### src/rtl/tortoise_pkg.sv
// Core-wide types shared by the load/store unit and its store write buffer.
// Store data is one doubleword; size encodes the access width within it.
package tortoise_pkg;

  localparam int XLEN              = 64;
  localparam int WB_SPEC_ENTRIES   = 4;
  localparam int WB_COMMIT_ENTRIES = 3;

  typedef logic [XLEN-1:0] addr_t;

  typedef enum logic [1:0] {
    SZ_B  = 2'd0,
    SZ_H  = 2'd1,
    SZ_W  = 2'd2,
    SZ_DW = 2'd3
  } size_t;

  typedef struct packed {
    addr_t            addr;
    size_t            size;
    logic [XLEN-1:0]  data;
  } phy_store_t;

endpackage

### src/rtl/store_write_buffer_if.sv
// LSU/commit/memory-facing signals of the store write buffer, grouped as one bundle.
// The slave modport is the buffer; master is the surrounding pipeline and memory port.
interface store_write_buffer_if;
  import tortoise_pkg::*;

  logic       flush;
  logic       st_valid;
  logic       st_ready;
  phy_store_t st_data;
  logic       commit;
  logic       commit_ready;
  logic       mem_req;
  logic       mem_gnt;
  phy_store_t mem_store;
  addr_t      ld_addr;
  logic       ld_hit;
  logic       empty;

  modport master (
    output flush, st_valid, st_data, commit, mem_gnt, ld_addr,
    input  st_ready, commit_ready, mem_req, mem_store, ld_hit, empty
  );

  modport slave (
    input  flush, st_valid, st_data, commit, mem_gnt, ld_addr,
    output st_ready, commit_ready, mem_req, mem_store, ld_hit, empty
  );

endinterface

### src/rtl/store_write_buffer_fifo.sv
// Circular FIFO of any depth with clear; exposes every slot and its liveness for snooping.
// Head data is read straight from storage; the caller must not push when full or pop when empty.
module wb_fifo #(
  parameter int  DEPTH = 4,
  parameter type T     = tortoise_pkg::phy_store_t
) (
  input  logic                         clk,
  input  logic                         rst,
  input  logic                         push,
  input  T                             push_dat,
  input  logic                         pop,
  input  logic                         clear,
  output T                             head_dat,
  output logic [$clog2(DEPTH+1)-1:0]   count,
  output logic [DEPTH-1:0]             slot_vld,
  output T                             slots [DEPTH]
);

  localparam int PW = (DEPTH > 1) ? $clog2(DEPTH) : 1;
  localparam int CW = $clog2(DEPTH + 1);

  logic [PW-1:0] head;
  logic [PW-1:0] tail;
  T              mem [DEPTH];

  // Explicit wrap so non-power-of-two depths work.
  function automatic logic [PW-1:0] inc(logic [PW-1:0] p);
    return (p == PW'(DEPTH - 1)) ? '0 : p + 1'b1;
  endfunction

  always_ff @(posedge clk) begin
    if (rst) begin
      head  <= '0;
      tail  <= '0;
      count <= '0;
    end else if (clear) begin
      head  <= tail;
      count <= '0;
    end else begin
      if (push) tail <= inc(tail);
      if (pop)  head <= inc(head);
      count <= count + CW'(push) - CW'(pop);
    end
  end

  always_ff @(posedge clk) begin
    if (push && !clear) mem[tail] <= push_dat;
  end

  assign head_dat = mem[head];
  assign slots    = mem;

  always_comb begin
    slot_vld = '0;
    for (int i = 0; i < DEPTH; i++) begin
      slot_vld[i] = ((i + DEPTH - int'(head)) % DEPTH) < int'(count);
    end
  end

  no_push_full: assert property (@(posedge clk) disable iff (rst)
    !(push && (count == CW'(DEPTH))));
  no_pop_empty: assert property (@(posedge clk) disable iff (rst)
    !(pop && (count == '0)));

endmodule

### src/rtl/store_write_buffer.sv
// Holds speculative stores until commit, then drains committed stores to memory in order.
// Push-to-mem_req is 2 cycles; st_ready/commit_ready come from registered occupancy only.
module store_write_buffer
  import tortoise_pkg::*;
#(
  parameter int SPEC_ENTRIES   = WB_SPEC_ENTRIES,
  parameter int COMMIT_ENTRIES = WB_COMMIT_ENTRIES
) (
  input logic                 clk,
  input logic                 rst,
  store_write_buffer_if.slave bus
);

  localparam int SCW = $clog2(SPEC_ENTRIES + 1);
  localparam int CCW = $clog2(COMMIT_ENTRIES + 1);

  logic                      st_ready;
  logic                      commit_ready;
  logic                      mem_req;
  logic                      spec_push;
  logic                      commit_fire;
  logic                      mem_pop;
  logic                      hit;
  logic [SCW-1:0]            spec_cnt;
  logic [CCW-1:0]            com_cnt;
  logic [SPEC_ENTRIES-1:0]   spec_vld;
  logic [COMMIT_ENTRIES-1:0] com_vld;
  phy_store_t                spec_head;
  phy_store_t                com_head;
  phy_store_t                spec_slots [SPEC_ENTRIES];
  phy_store_t                com_slots  [COMMIT_ENTRIES];

  assign st_ready     = int'(spec_cnt) < SPEC_ENTRIES;
  assign commit_ready = (spec_cnt != '0) && (int'(com_cnt) < COMMIT_ENTRIES);
  assign mem_req      = (com_cnt != '0);

  // A push racing a flush belongs to the squashed path, so it is dropped.
  assign spec_push   = bus.st_valid && st_ready && !bus.flush;
  assign commit_fire = bus.commit && commit_ready;
  assign mem_pop     = bus.mem_gnt && mem_req;

  wb_fifo #(.DEPTH(SPEC_ENTRIES), .T(phy_store_t)) u_spec (
    .clk      (clk),
    .rst      (rst),
    .push     (spec_push),
    .push_dat (bus.st_data),
    .pop      (commit_fire),
    .clear    (bus.flush),
    .head_dat (spec_head),
    .count    (spec_cnt),
    .slot_vld (spec_vld),
    .slots    (spec_slots)
  );

  wb_fifo #(.DEPTH(COMMIT_ENTRIES), .T(phy_store_t)) u_commit (
    .clk      (clk),
    .rst      (rst),
    .push     (commit_fire),
    .push_dat (spec_head),
    .pop      (mem_pop),
    .clear    (1'b0),
    .head_dat (com_head),
    .count    (com_cnt),
    .slot_vld (com_vld),
    .slots    (com_slots)
  );

  // Doubleword-granule match, ignoring size: conservative by design.
  always_comb begin
    hit = 1'b0;
    for (int i = 0; i < SPEC_ENTRIES; i++) begin
      if (spec_vld[i] && (spec_slots[i].addr[XLEN-1:3] == bus.ld_addr[XLEN-1:3])) hit = 1'b1;
    end
    for (int i = 0; i < COMMIT_ENTRIES; i++) begin
      if (com_vld[i] && (com_slots[i].addr[XLEN-1:3] == bus.ld_addr[XLEN-1:3])) hit = 1'b1;
    end
  end

  assign bus.st_ready     = st_ready;
  assign bus.commit_ready = commit_ready;
  assign bus.mem_req      = mem_req;
  assign bus.mem_store    = com_head;
  assign bus.ld_hit       = hit;
  assign bus.empty        = (spec_cnt == '0) && (com_cnt == '0);

  commit_only_when_ready: assert property (@(posedge clk) disable iff (rst)
    bus.commit |-> commit_ready);

endmodule

### src/flat_wrapper.sv
// flat-port wrapper written by rule: the top's interface ports become plain ports
module store_write_buffer_flat import tortoise_pkg::*;
#(
  parameter int SPEC_ENTRIES   = WB_SPEC_ENTRIES,
  parameter int COMMIT_ENTRIES = WB_COMMIT_ENTRIES
)
  (clk, rst, bus_flush, bus_st_valid, bus_st_data, bus_commit, bus_mem_gnt, bus_ld_addr, bus_st_ready, bus_commit_ready, bus_mem_req, bus_mem_store, bus_ld_hit, bus_empty);
  store_write_buffer_if bus_i ();
  input logic clk;
  input logic rst;
  input wire logic [$bits(bus_i.flush)-1:0] bus_flush;
  input wire logic [$bits(bus_i.st_valid)-1:0] bus_st_valid;
  input wire logic [$bits(bus_i.st_data)-1:0] bus_st_data;
  input wire logic [$bits(bus_i.commit)-1:0] bus_commit;
  input wire logic [$bits(bus_i.mem_gnt)-1:0] bus_mem_gnt;
  input wire logic [$bits(bus_i.ld_addr)-1:0] bus_ld_addr;
  output wire logic [$bits(bus_i.st_ready)-1:0] bus_st_ready;
  output wire logic [$bits(bus_i.commit_ready)-1:0] bus_commit_ready;
  output wire logic [$bits(bus_i.mem_req)-1:0] bus_mem_req;
  output wire logic [$bits(bus_i.mem_store)-1:0] bus_mem_store;
  output wire logic [$bits(bus_i.ld_hit)-1:0] bus_ld_hit;
  output wire logic [$bits(bus_i.empty)-1:0] bus_empty;
  assign bus_i.flush = bus_flush;
  assign bus_i.st_valid = bus_st_valid;
  assign bus_i.st_data = bus_st_data;
  assign bus_i.commit = bus_commit;
  assign bus_i.mem_gnt = bus_mem_gnt;
  assign bus_i.ld_addr = bus_ld_addr;
  assign bus_st_ready = bus_i.st_ready;
  assign bus_commit_ready = bus_i.commit_ready;
  assign bus_mem_req = bus_i.mem_req;
  assign bus_mem_store = bus_i.mem_store;
  assign bus_ld_hit = bus_i.ld_hit;
  assign bus_empty = bus_i.empty;
  store_write_buffer #(.SPEC_ENTRIES(SPEC_ENTRIES), .COMMIT_ENTRIES(COMMIT_ENTRIES)) u_core (.clk(clk), .rst(rst), .bus(bus_i));
endmodule
### config.mk
export PLATFORM = sky130hd
export DESIGN_NAME = store_write_buffer_flat
export DESIGN_NICKNAME = d
export VERILOG_FILES = /design/src/rtl/tortoise_pkg.sv /design/src/rtl/store_write_buffer_if.sv /design/src/rtl/store_write_buffer_fifo.sv /design/src/rtl/store_write_buffer.sv /design/src/flat_wrapper.sv
export SDC_FILE = /design/constraint.sdc
export NUM_CORES = 1
export LEC_CHECK = 0
export ABC_AREA = 0
export CORE_MARGIN = 8
export CORE_UTILIZATION = 51
export CTS_CLUSTER_SIZE = 10
export DETAILED_ROUTE_END_ITERATION = 12
export PLACE_DENSITY = 0.68
export SYNTH_ARGS = -nofsm -noshare
export SYNTH_HDL_FRONTEND = slang
export SYNTH_SLANG_ARGS = --single-unit
### constraint.sdc
create_clock -name clk -period 13.5 [get_ports clk]
set_input_delay 1.35 -clock clk [delete_from_list [all_inputs] [get_ports clk]]
set_output_delay 1.35 -clock clk [all_outputs]
set_load 0.01 [all_outputs]
==> flow_metrics.tcl, run 1 <==
set metrics [dict create \
    wl_um 119000 \
    grt_max_degree 132 \
    fin_setup_tns_ps 0 \
    yosysTopAreaCell "edfxtp_1" \
    cts_buffers 104 \
    holdCritPathClass "reg -> reg" \
    syn-num-nets 2523 \
    rsz0062_at_grt "false" \
    clock-skew-final_ps 21.6 \
    cts_resized 0 \
    status "complete, no violations" \
    synth_top_flop_cell "edfxtp_1" \
    period_share_pct 50.1 \
    tightest_slew_ps 1270 \
    areaGrowthSynthToFinish_pct 18.1 \
    num_io_pins 335 \
    dp_hpwl_um 81000 \
    hp-start "u_core.u_spec.tail[1]" \
    worst_setup_path_start_kind "register" \
    cp_common_cell "buf_4" \
    synthArstFlopShare_pct 0 \
    post_drt_wl_per_cell_um 32.2 \
    synthesis.area_um2 39200 \
    grt_pass1_wl_um 166000 \
    final_core_util_pct 60.9 \
    first_global_vias 22632 \
    r2r_end "u_core.u_spec.slots[456]" \
    critPathMaxFanout 51 \
    synth_top_area_share_pct 69.6 \
    cp_slowest_cell "nor2_4" \
    clock-sinks 923 \
    p_per_area_nw_per_um2 144 \
    drt_iter0_markers 2253 \
    synth_seq_area_share_pct 70.3 \
    first_pass_iters 6 \
    gr-total-overflow 0 \
    cts-root-buf "clkbuf_16" \
    yosysMostFrequentCell "edfxtp_1" \
    drive_gt1_share_pct 10.7 \
    synth_commonest_cells "edfxtp_1, xor2_1, nand2_1" \
    whs_ps 551 \
    p_leak_nw 14.5 \
    yosys-top-cells-area "edfxtp_1, mux4_2, xor2_1, mux2i_1, xnor2_1" \
    hold_end "u_core.u_spec.head[1]" \
    setup_violations 0 \
    critPathCaptureType "primary output" \
    via_per_inst 5.97 \
    nets 2847 \
    arrival_ps 5410 \
    drtAntennaViolNets 0 \
    fillers 5697 \
    dieWidth_um 293 \
    max_cap_viol_count 0 \
    route.detailed.drc 0 \
    chipHeight_um 293 \
    relSlewSlack_pct 14.4 \
    max-vdd-ir-drop_mv 0.152 \
    ys_ff_latch 923 \
    antenna_found_initial 18 \
    placed_cell_area_um2 43400 \
    post_cts.repair.setup_buffers 0 \
    stdcell_area_um2 46300 \
    hold_viol_final 0 \
    die-area_um2 86100 \
    ys_warn_count 0 \
    cts.path.max_buffers 3 \
    synth_area_per_cell_um2 17.1 \
    clk-insertion-delay-late_ps 660 \
    rr_startpoint "u_core.u_spec.count[2]" \
    regToRegSetupSlack_ps 9460 \
    grtUsageTotal_pct 27.1 \
    core_um2 76100 \
    synth_edf_count 910 \
    path_cells "inv_1, nor2_4, buf_4, buf_4, nand2_1, o21ai_0, clkdlybuf4s50_1" \
    multi_input_area_um2 10800 \
    seq_area_um2 27600 \
    slew_viol_final 0 \
    start_util_pct 51.6 \
    path_clk_slew_ps 60 \
    cts_tree "yes" \
    worstSetupPathType "reg -> out" \
    htree_num_levels 3 \
    fmax_mhz 148 \
    period_needed_ps 6760 \
    place.gp.congestion 0.963 \
    cts_hold_buf 0 \
    synthCells 2295 \
    slowest_delay_ps 980 \
    rows 101 \
    worstPathRequired_ps 12150 \
    ff2ff_path_depth 4 \
    port_buffers 331 \
    via_count 22104 \
    whs_path_depth 2 \
    ys_types 43 \
]
-- metal layers --
layer  share of wire [%]  vias up  global-route usage (%)
met1                  40    11429                    35.9
met2                  48     1038                    44.2
met4                 2.8       18                    8.40
met3                 9.3      193                    7.02
li1                    -     9426                       -
met5                0.10        -                       0
-- layout make-up --
class,count,share of cell area [%]
clock inverters,11,0.370
clock buffers,138,5.94
flip-flops and latches,923,59.6
multi-input cells,1194,23.3
inverters,42,0.343
diodes,10,0.0540
repair buffers,354,7.63
well taps,1030,2.78
-- worst max path at each step --
stage                                  from                         end  cells past startpoint
CTS                 u_core.u_commit.head[1]           bus_mem_store[80]                      7
global placement             bus_ld_addr[6]                  bus_ld_hit                      8
global route        u_core.u_commit.head[1]           bus_mem_store[80]                      7
detailed placement           bus_ld_addr[6]                  bus_ld_hit                      8
finish              u_core.u_commit.head[1]           bus_mem_store[99]                      7
floorplan                        bus_commit  u_core.u_commit.slots[130]                      2
-- stage by stage --
stage | setup WS [ps] | std cells | power [mW]
5_1_grt | 6590 | 3696 | 6.88
2_1_floorplan | 1630 | 2295 | 3.78
3_3_place_gp | 7190 | 3543 | 4.23
3_5_place_dp | 7210 | 3543 | 4.24
4_1_cts | 6710 | 3692 | 6.73
6_report | 6740 | 3702 | 6.69
-- cells by family after synthesis --
| group | synth area share (%) |
|---|---|
| buffers and inverters | 2.27 |
| adders and majority gates | 0.912 |
| DFF | 70.3 |
| xor gates and xnor gates | 9.14 |
| muxes | 10.9 |
| and+or+nand+nor | 4.02 |
| AOI/OAI and AO/OA | 2.51 |
-- state kept, by name (all words and copies together), names as in the netlist --
register / flops
u_core.u_spec.tail: 2
u_core.u_commit.tail: 2
u_core.u_commit.head: 2
u_core.u_commit.slots: 390
u_core.u_spec.head: 2
u_core.u_spec.count: 3
u_core.u_commit.count: 2
u_core.u_spec.slots: 520
-- cells in the final DEF (no fill, tap or decap), types with 15 or more instances in the layout --
cell type        instances
edfxtp_1               910
clkdlybuf4s50_1        331
xor2_1                 278
nand2_1                139
mux2i_1                133
o21ai_0                133
mux4_2                 130
xnor2_1                128
clkbuf_16              105
nor4_1                  81
nand4_1                 49
inv_1                   40
clkbuf_1                33
ha_1                    27
buf_4                   19
a21oi_1                 15
-- report_power, final --
part           leakage [nW]  total (mW)  switching, mW  internal, mW
Combinational          4.72       0.883          0.488         0.395
Clock                  1.41        2.51           1.08          1.43
Sequential             8.35        3.30         0.0600          3.24
-- worst max-delay path: cells and delay by family (launching register included) --
| family | cells | cell delay [ps] |
|---|---|---|
| simple gates | 2 | 1080 |
| buf+inv | 4 | 2430 |
| compound gates | 1 | 360 |
| flops | 1 | 710 |
No activity file was read; power rests on OpenSTA's default activity.
==> run 2: changes to the inputs <==
==> constraint.sdc (replaced) <==
create_clock -name clk -period 6.25 [get_ports clk]
set_input_delay 0.625 -clock clk [delete_from_list [all_inputs] [get_ports clk]]
set_output_delay 0.625 -clock clk [all_outputs]
set_load 0.01 [all_outputs]
==> flow_metrics.tcl, run 2 (synthesis results as in run 1) <==
set metrics [dict create \
    core_um2 76100 \
    r2r_end "u_core.u_commit.slots[116]" \
    path_clk_slew_ps 60 \
    setup_violations 0 \
    multi_input_area_um2 10800 \
    via_count 22147 \
    place.gp.congestion 0.982 \
    grt_max_degree 95 \
    grt_pass1_wl_um 167000 \
    post_cts.repair.setup_buffers 0 \
    clock-skew-final_ps 24.1 \
    max_cap_viol_count 0 \
    critPathCaptureType "primary output" \
    cts.path.max_buffers 3 \
    slew_viol_final 0 \
    layout_common_cells "edfxtp_1, clkdlybuf4s50_1, xor2_1, nand2_1" \
    regToRegSetupSlack_ps 2930 \
    p_per_area_nw_per_um2 310 \
    hold_end "u_core.u_spec.head[1]" \
    drtAntennaViolNets 0 \
    fin_setup_tns_ps 0 \
    start_util_pct 51.6 \
    tightest_slew_ps 1290 \
    clk-insertion-delay-late_ps 670 \
    gr-total-overflow 0 \
    drt_iter0_markers 2342 \
    holdCritPathClass "reg -> reg" \
    p_leak_nw 14.5 \
    wl_um 119000 \
    port_buffers 331 \
    fillers 5623 \
    worstPathRequired_ps 5620 \
    antenna_found_initial 10 \
    grtUsageTotal_pct 27.0 \
    cts_buffers 104 \
    seq_area_um2 27600 \
    whs_path_depth 2 \
    cts_tree "yes" \
    ff2ff_path_depth 5 \
    fmax_mhz 199 \
    power_mw 14.4 \
    clock-sinks 923 \
    dp_hpwl_um 81600 \
    hp-start "u_core.u_spec.tail[1]" \
    nets 2855 \
    cts_resized 0 \
    rsz0062_at_grt "false" \
    areaGrowthSynthToFinish_pct 18.3 \
    drive_gt1_share_pct 10.9 \
    first_global_vias 22687 \
    die-area_um2 86100 \
    arrival_ps 4400 \
    via_per_inst 5.99 \
    dieWidth_um 293 \
    cts-root-buf "clkbuf_16" \
    final_core_util_pct 61.0 \
    period_share_pct 80.3 \
    relSlewSlack_pct 13.9 \
    rows 101 \
    max-vdd-ir-drop_mv 0.238 \
    final_common_cell "edfxtp_1" \
    htree_num_levels 3 \
    worst_setup_path_start_kind "register" \
    period_needed_ps 5020 \
    worstSetupPathType "reg -> out" \
    post_drt_wl_per_cell_um 32.1 \
    route.detailed.drc 0 \
    cts_hold_buf 0 \
    chipHeight_um 293 \
    num_io_pins 335 \
    rr_startpoint "u_core.u_spec.count[2]" \
    critPathMaxFanout 38 \
    first_pass_iters 5 \
    hold_viol_final 0 \
    largest_reg_flops 520 \
    status "complete, no violations" \
]
## run 2: worst max-delay path, stage by stage, from the launching register on
cell             delay (ps)
dfxtp_4                 880
inv_1                   240
ha_1                    280
ha_1                    280
a21oi_1                  70
a2111oi_0               930
nor3_1                  170
nand2_1                 120
nand4_1                 210
clkdlybuf4s50_1         560
## run 2: area by class of cell
cell class              count  area share, %
flip-flops and latches    923           59.5
multi-input cells        1194           23.3
repair buffers            362           7.86
clock buffers             131           5.83
well taps                1030           2.78
clock inverters            12          0.391
inverters                  42          0.342
diodes                      6         0.0323
## run 2: worst max path at each step
stage / from / end / slack, ps / depth (start not counted)
finish: u_core.u_commit.head[0] / bus_ld_hit / 1230 / 9
global route: u_core.u_commit.head[0] / bus_mem_store[70] / 1110 / 5
CTS: u_core.u_commit.head[0] / bus_ld_hit / 1210 / 9
detailed placement: bus_ld_addr[6] / bus_ld_hit / 1360 / 8
global placement: bus_ld_addr[6] / bus_ld_hit / 1360 / 8
floorplan: u_core.u_spec.count[1] / u_core.u_commit.slots[130] / 1350 / 4
## run 2: routing by layer
layer	vias to the layer above	share of wire [%]	GRT usage [%]
li1	9425	-	-
met1	11479	39	35.8
met2	1072	49	44.4
met3	167	8.8	5.99
met4	4	3.0	8.64
met5	-	0.019	0
## run 2: where the power goes
| part | leakage (nW) | total (mW) | switching [mW] | internal [mW] |
|---|---|---|---|---|
| sequential | 8.35 | 7.11 | 0.113 | 6.99 |
| combinational | 4.77 | 1.94 | 1.08 | 0.854 |
| clock | 1.39 | 5.35 | 2.34 | 3.01 |
| total | 14.5 | 14.4 | 3.53 | 10.9 |
## run 2: through the flow
step	area, um2	std cells	worst slack (ps)	hold WS (ps)
final	46400	3700	1230	562
after global routing	46400	3695	1110	579
after CTS	46400	3694	1210	550
after detailed placement	43500	3551	1360	551
after global placement	43500	3551	1360	531
after floorplan	39300	2295	1350	507
==> run 3: changes to the inputs <==
--- a/config.mk
+++ b/config.mk
@@ -10,7 +10,7 @@
 export CORE_UTILIZATION = 51
 export CTS_CLUSTER_SIZE = 10
 export DETAILED_ROUTE_END_ITERATION = 12
-export PLACE_DENSITY = 0.68
+export PLACE_DENSITY = 0.7
 export SYNTH_ARGS = -nofsm -noshare
 export SYNTH_HDL_FRONTEND = slang
 export SYNTH_SLANG_ARGS = --single-unit
==> constraint.sdc (replaced) <==
create_clock -name clk -period 4.6 [get_ports clk]
set_input_delay 0.46 -clock clk [delete_from_list [all_inputs] [get_ports clk]]
set_output_delay 0.46 -clock clk [all_outputs]
set_load 0.01 [all_outputs]
==> flow_metrics.tcl, run 3 (synthesis results as in run 1) <==
set metrics [dict create \
    critPathMaxFanout 50 \
    antenna_found_initial 15 \
    rsz0062_at_grt "false" \
    route.detailed.drc 0 \
    drive_gt1_share_pct 12.8 \
    die-area_um2 86100 \
    r2r_end "u_core.u_commit.slots[164]" \
    critPathCaptureType "primary output" \
    first_pass_iters 6 \
    p_per_area_nw_per_um2 418 \
    final_core_util_pct 61.8 \
    place.gp.congestion 1.00 \
    chipHeight_um 293 \
    via_count 22530 \
    period_needed_ps 4600 \
    largest_reg_flops 520 \
    setup_violations 0 \
    rows 101 \
    via_per_inst 6.00 \
    drt_iter0_markers 2543 \
    holdCritPathClass "in -> reg" \
    hold_viol_final 0 \
    hp-start "bus_st_data[28]" \
    rr_startpoint "u_core.u_spec.count[2]" \
    wl_um 119000 \
    fmax_mhz 218 \
    nets 2907 \
    post_drt_wl_per_cell_um 31.7 \
    path_clk_slew_ps 50 \
    grt_pass1_wl_um 166000 \
    port_buffers 331 \
    num_io_pins 335 \
    max_cap_viol_count 0 \
    busiest_layer "met2" \
    areaGrowthSynthToFinish_pct 19.7 \
    status "complete, no violations" \
    start_util_pct 51.6 \
    dieWidth_um 293 \
    use_met1_pct 35.7 \
    first_global_vias 22933 \
    dp_hpwl_um 83200 \
    cts_tree "yes" \
    grt_max_degree 133 \
    clock-sinks 923 \
    hold_end "u_core.u_spec.slots[288]" \
    cts.path.max_buffers 3 \
    grtUsageTotal_pct 27.0 \
    worstPathRequired_ps 4140 \
    clk-insertion-delay-late_ps 680 \
    layout_common_cells "edfxtp_1, clkdlybuf4s50_1, xor2_1, nand2_1" \
    drtAntennaViolNets 0 \
    gr-total-overflow 0 \
    globalRouteMet3Util_pct 6.58 \
    period_share_pct 100 \
    clock-skew-final_ps 61.6 \
    regToRegSetupSlack_ps 1840 \
    p_leak_nw 14.8 \
    worst_setup_path_start_kind "register" \
    cts-root-buf "clkbuf_16" \
    max-vdd-ir-drop_mv 0.318 \
    tightest_slew_ps 1080 \
    relSlewSlack_pct 27.7 \
    grtUsageMet2_pct 44.6 \
    arrival_ps 4140 \
    final_common_cell "edfxtp_1" \
    core_um2 76100 \
    cts_buffers 104 \
    slew_viol_final 0 \
    worstSetupPathType "reg -> out" \
    whs_path_depth 1 \
    ff2ff_path_depth 5 \
    htree_num_levels 3 \
    fin_setup_tns_ps 0 \
]
==> run 3: cell count changes in the layout (fill, tap and decap cells not counted), moves of 2 or more <==
cell and delta:
clkbuf_1 +2, dfxtp_2 +3, clkinv_8 -2, dfxtp_1 -3
buf_4 +43, clkinv_16 +2, buf_12 +8
==> run 3: per-stage QoR <==
stage	cell area (um2)	hold slack (ps)	power, mW	worst slack [ps]	cells
final	47000	403	19.7	2.29	3756
after global routing	47000	392	20.2	72.9	3752
after CTS	47000	360	19.8	194	3750
after detailed placement	44000	557	12.5	430	3603
after global placement	44000	541	12.5	466	3603
after floorplan	39300	507	11.1	25.8	2295
==> run 3: where the power goes <==
part	switching, mW	internal [mW]	leakage, nW
sequential	0.0965	9.50	8.35
combinational	1.55	1.20	5.07
clock	3.19	4.13	1.41
total	4.83	14.8	14.8
==> run 3: layout make-up <==
class,instances,area (um2)
Inverter,42,159
Clock inverter,13,213
Timing Repair Buffer,414,4140
Clock buffer,134,2730
Multi-Input combinational cell,1194,10800
Sequential cell,923,27600
Fill cell,5606,29100
Tap cell,1030,1290
Antenna cell,6,15.0
==> run 3: worst max-delay path, cell delays in order (launching register included) <==
cell,delay [ps]
dfxtp_4,370
buf_6,590
buf_4,760
mux2i_1,160
o21ai_0,820
clkdlybuf4s50_1,720
==> run 3: per-layer routing <==
| layer | vias up | wire [um] |
|---|---|---|
| li1 | 9551 | - |
| met1 | 11657 | 45800 |
| met2 | 1138 | 58300 |
| met3 | 168 | 11800 |
| met4 | 16 | 3020 |
| met5 | - | 105 |
==> run 3: worst max path at each step <==
stage	cells past startpoint	end	startpoint	slack, ps
5_1_grt	7	bus_ld_hit	u_core.u_commit.head[0]	70
2_1_floorplan	4	u_core.u_commit.slots[130]	u_core.u_spec.count[1]	30
3_3_place_gp	11	bus_ld_hit	bus_ld_addr[23]	470
4_1_cts	5	bus_mem_store[99]	u_core.u_commit.head[0]	190
3_5_place_dp	11	bus_ld_hit	bus_ld_addr[23]	430
6_report	5	bus_mem_store[99]	u_core.u_commit.head[0]	2
==> run 3: repair_timing <==
item / 4_1_cts / 5_1_grt
gates resized for setup: 1 / 0
hold buffers: 0 / 0
setup buffers: 0 / 0
endpoints found under the setup margin: 2 / 0
==> patch, RTL diff (flow settings as in run 3) <==
Reset style: asynchronous (`rst`), changed in one clocked block.
--- a/src/rtl/store_write_buffer_fifo.sv
+++ b/src/rtl/store_write_buffer_fifo.sv
@@ -28,7 +28,7 @@
     return (p == PW'(DEPTH - 1)) ? '0 : p + 1'b1;
   endfunction
 
-  always_ff @(posedge clk) begin
+  always_ff @(posedge clk or posedge rst) begin
     if (rst) begin
       head  <= '0;
       tail  <= '0;
Function: not settled (the Yosys comparison gave no result); the edit may change what the design does.
==> patch against run 3 <==
- the run now ends with setup timing left
- cell area shrank 0.32%
- utilization fell by 0.90 points
- register-to-register slack worse by 0.04 ns
- sequential cell count did not move
- worst setup slack worse by 0.0047 ns
- area after synthesis up 0.31%
- critical path depth rose by 3
- wire length up 1.9%
- sequential share of layout area up 0.32 points
- critical path type unchanged
- critical endpoint is now bus_ld_hit
- largest cell class unchanged
Power is not compared: it rests on default switching activity, and its combinational part moved more than twofold at a synthesized area within 25%.
==> patch: results (changes against run 3) <==
Drt
  – Met3 WL post-DR: 10600 um (-10%)
  – Routed wl met2: 58700 um (+0.66%)
  – Vias/cell: 6.01 (+0.16%)
  – Initial drt markers: 2150 (-15%)
  – First drt pass iteration count: 5 (-1)

Logic synthesis
  – Avg Cell Area, Syn: 17.2 um^2 (+0.66%)
  – Ys async rst share: 1.41% (+1.4 points)
  – Post-synthesis net count: 2515 (-0.32%)
  – Sequential fraction of the synthesis area: 70.2% (about the same)
  – Top cells by area, synth: edfxtp_1, mux4_2, xnor2_1, xor2_1, mux2i_1
  – Yosys cell types: 49 (+14%)

Cells and area
  – Final #Nets: 2880 (-0.93%)
  – Fill cell count: 5607 (+0.018%)

Worst setup path
  – Reg2reg start: u_core.u_spec.count[2]

Outcome
  – Status: finished with violations
  – Failing checks: setup timing

Place
  – Placed wire-length estimate: 83800 um (+0.72%)
  – Placed inst area: 44000 um^2 (about the same)

Global route
  – Largest net degree at the start of global routing: 135 (+1.5%)
  – Vias in the first global route: 23020 (+0.38%)
  – GRT met2 Usage: 45.5% (+0.87 points)

STA
  – TNS Setup: -0.00239 ns (-0.00239 ns)
  – Skew final: 0.0246 ns (-0.0371 ns)
  – Max_slew headroom: 15.8% (-12 points)
  – Final worst-path setup slack: -0.00239 ns (-0.00469 ns)
  – Final setup viols: 1 (+1)

Clock tree
  – Latest clock arrival within the worst-skew pair: 0.66 ns (-0.02 ns)
  – Total CTS buffers: 103 (-0.96%)
## patch: changes by cell type in the layout (fill, tap and decap cells not counted), sizes merged, moves of 5 or more
cell / change
dfxtp: -13
clkbuf: -7
nor4: -15
nor2: -11
xor2: -84
buf: -18
dfrtp: +13
xnor2: +85
a21oi: -5
clkinv: -6
nand4: +13
## patch: timing repair
action,CTS,global route
pin swaps,0,1
setup endpoints to repair,2,1
gates resized for setup,1,1
## patch: worst max-delay path, cell delays in order, from the launching register on
cell             delay (ns)
edfxtp_1               0.40
xnor2_1                0.54
nand4_1                0.28
nor4_1                 0.67
o2111ai_1              0.20
nor4_1                 0.44
nor4_1                 0.12
nand3_1                0.22
clkdlybuf4s50_1        0.59
## patch: area by class of cell
cell class	instances	area (um^2)	area share, %
tap	1040	1300	2.78
multi-input combinational	1189	10900	23.2
sequential	923	27700	59.1
antenna	8	20.0	0.0428
clock inverter	7	95.1	0.203
clock buffer	127	2710	5.79
timing repair buffer	396	4010	8.57
inverter	39	150	0.321
## patch: cells by family (layout without fill, tap and decap cells)
logic type / after synthesis / in the layout / synth area share, %
DFF: 923 / 923 / 70.2
xor gates and xnor gates: 409 / 409 / 9.21
and+or+nand+nor: 314 / 314 / 4.07
muxes: 261 / 261 / 10.8
AOI/OAI and AO/OA: 177 / 177 / 2.49
buffers and inverters: 175 / 569 / 2.30
adders and majority gates: 28 / 28 / 0.909
other: 0 / 8 / 0
## patch: power groups by stage
stage / clock network [mW] / registers (mW) / logic [mW]
final: 7.17 / 11.4 / 8.74
after global routing: 7.56 / 11.5 / 9.19
after global placement: 0 / 11.5 / 8.61
after floorplan: 0 / 11.5 / 4.63
after CTS: 7.29 / 11.4 / 8.80
after detailed placement: 0 / 11.6 / 8.75
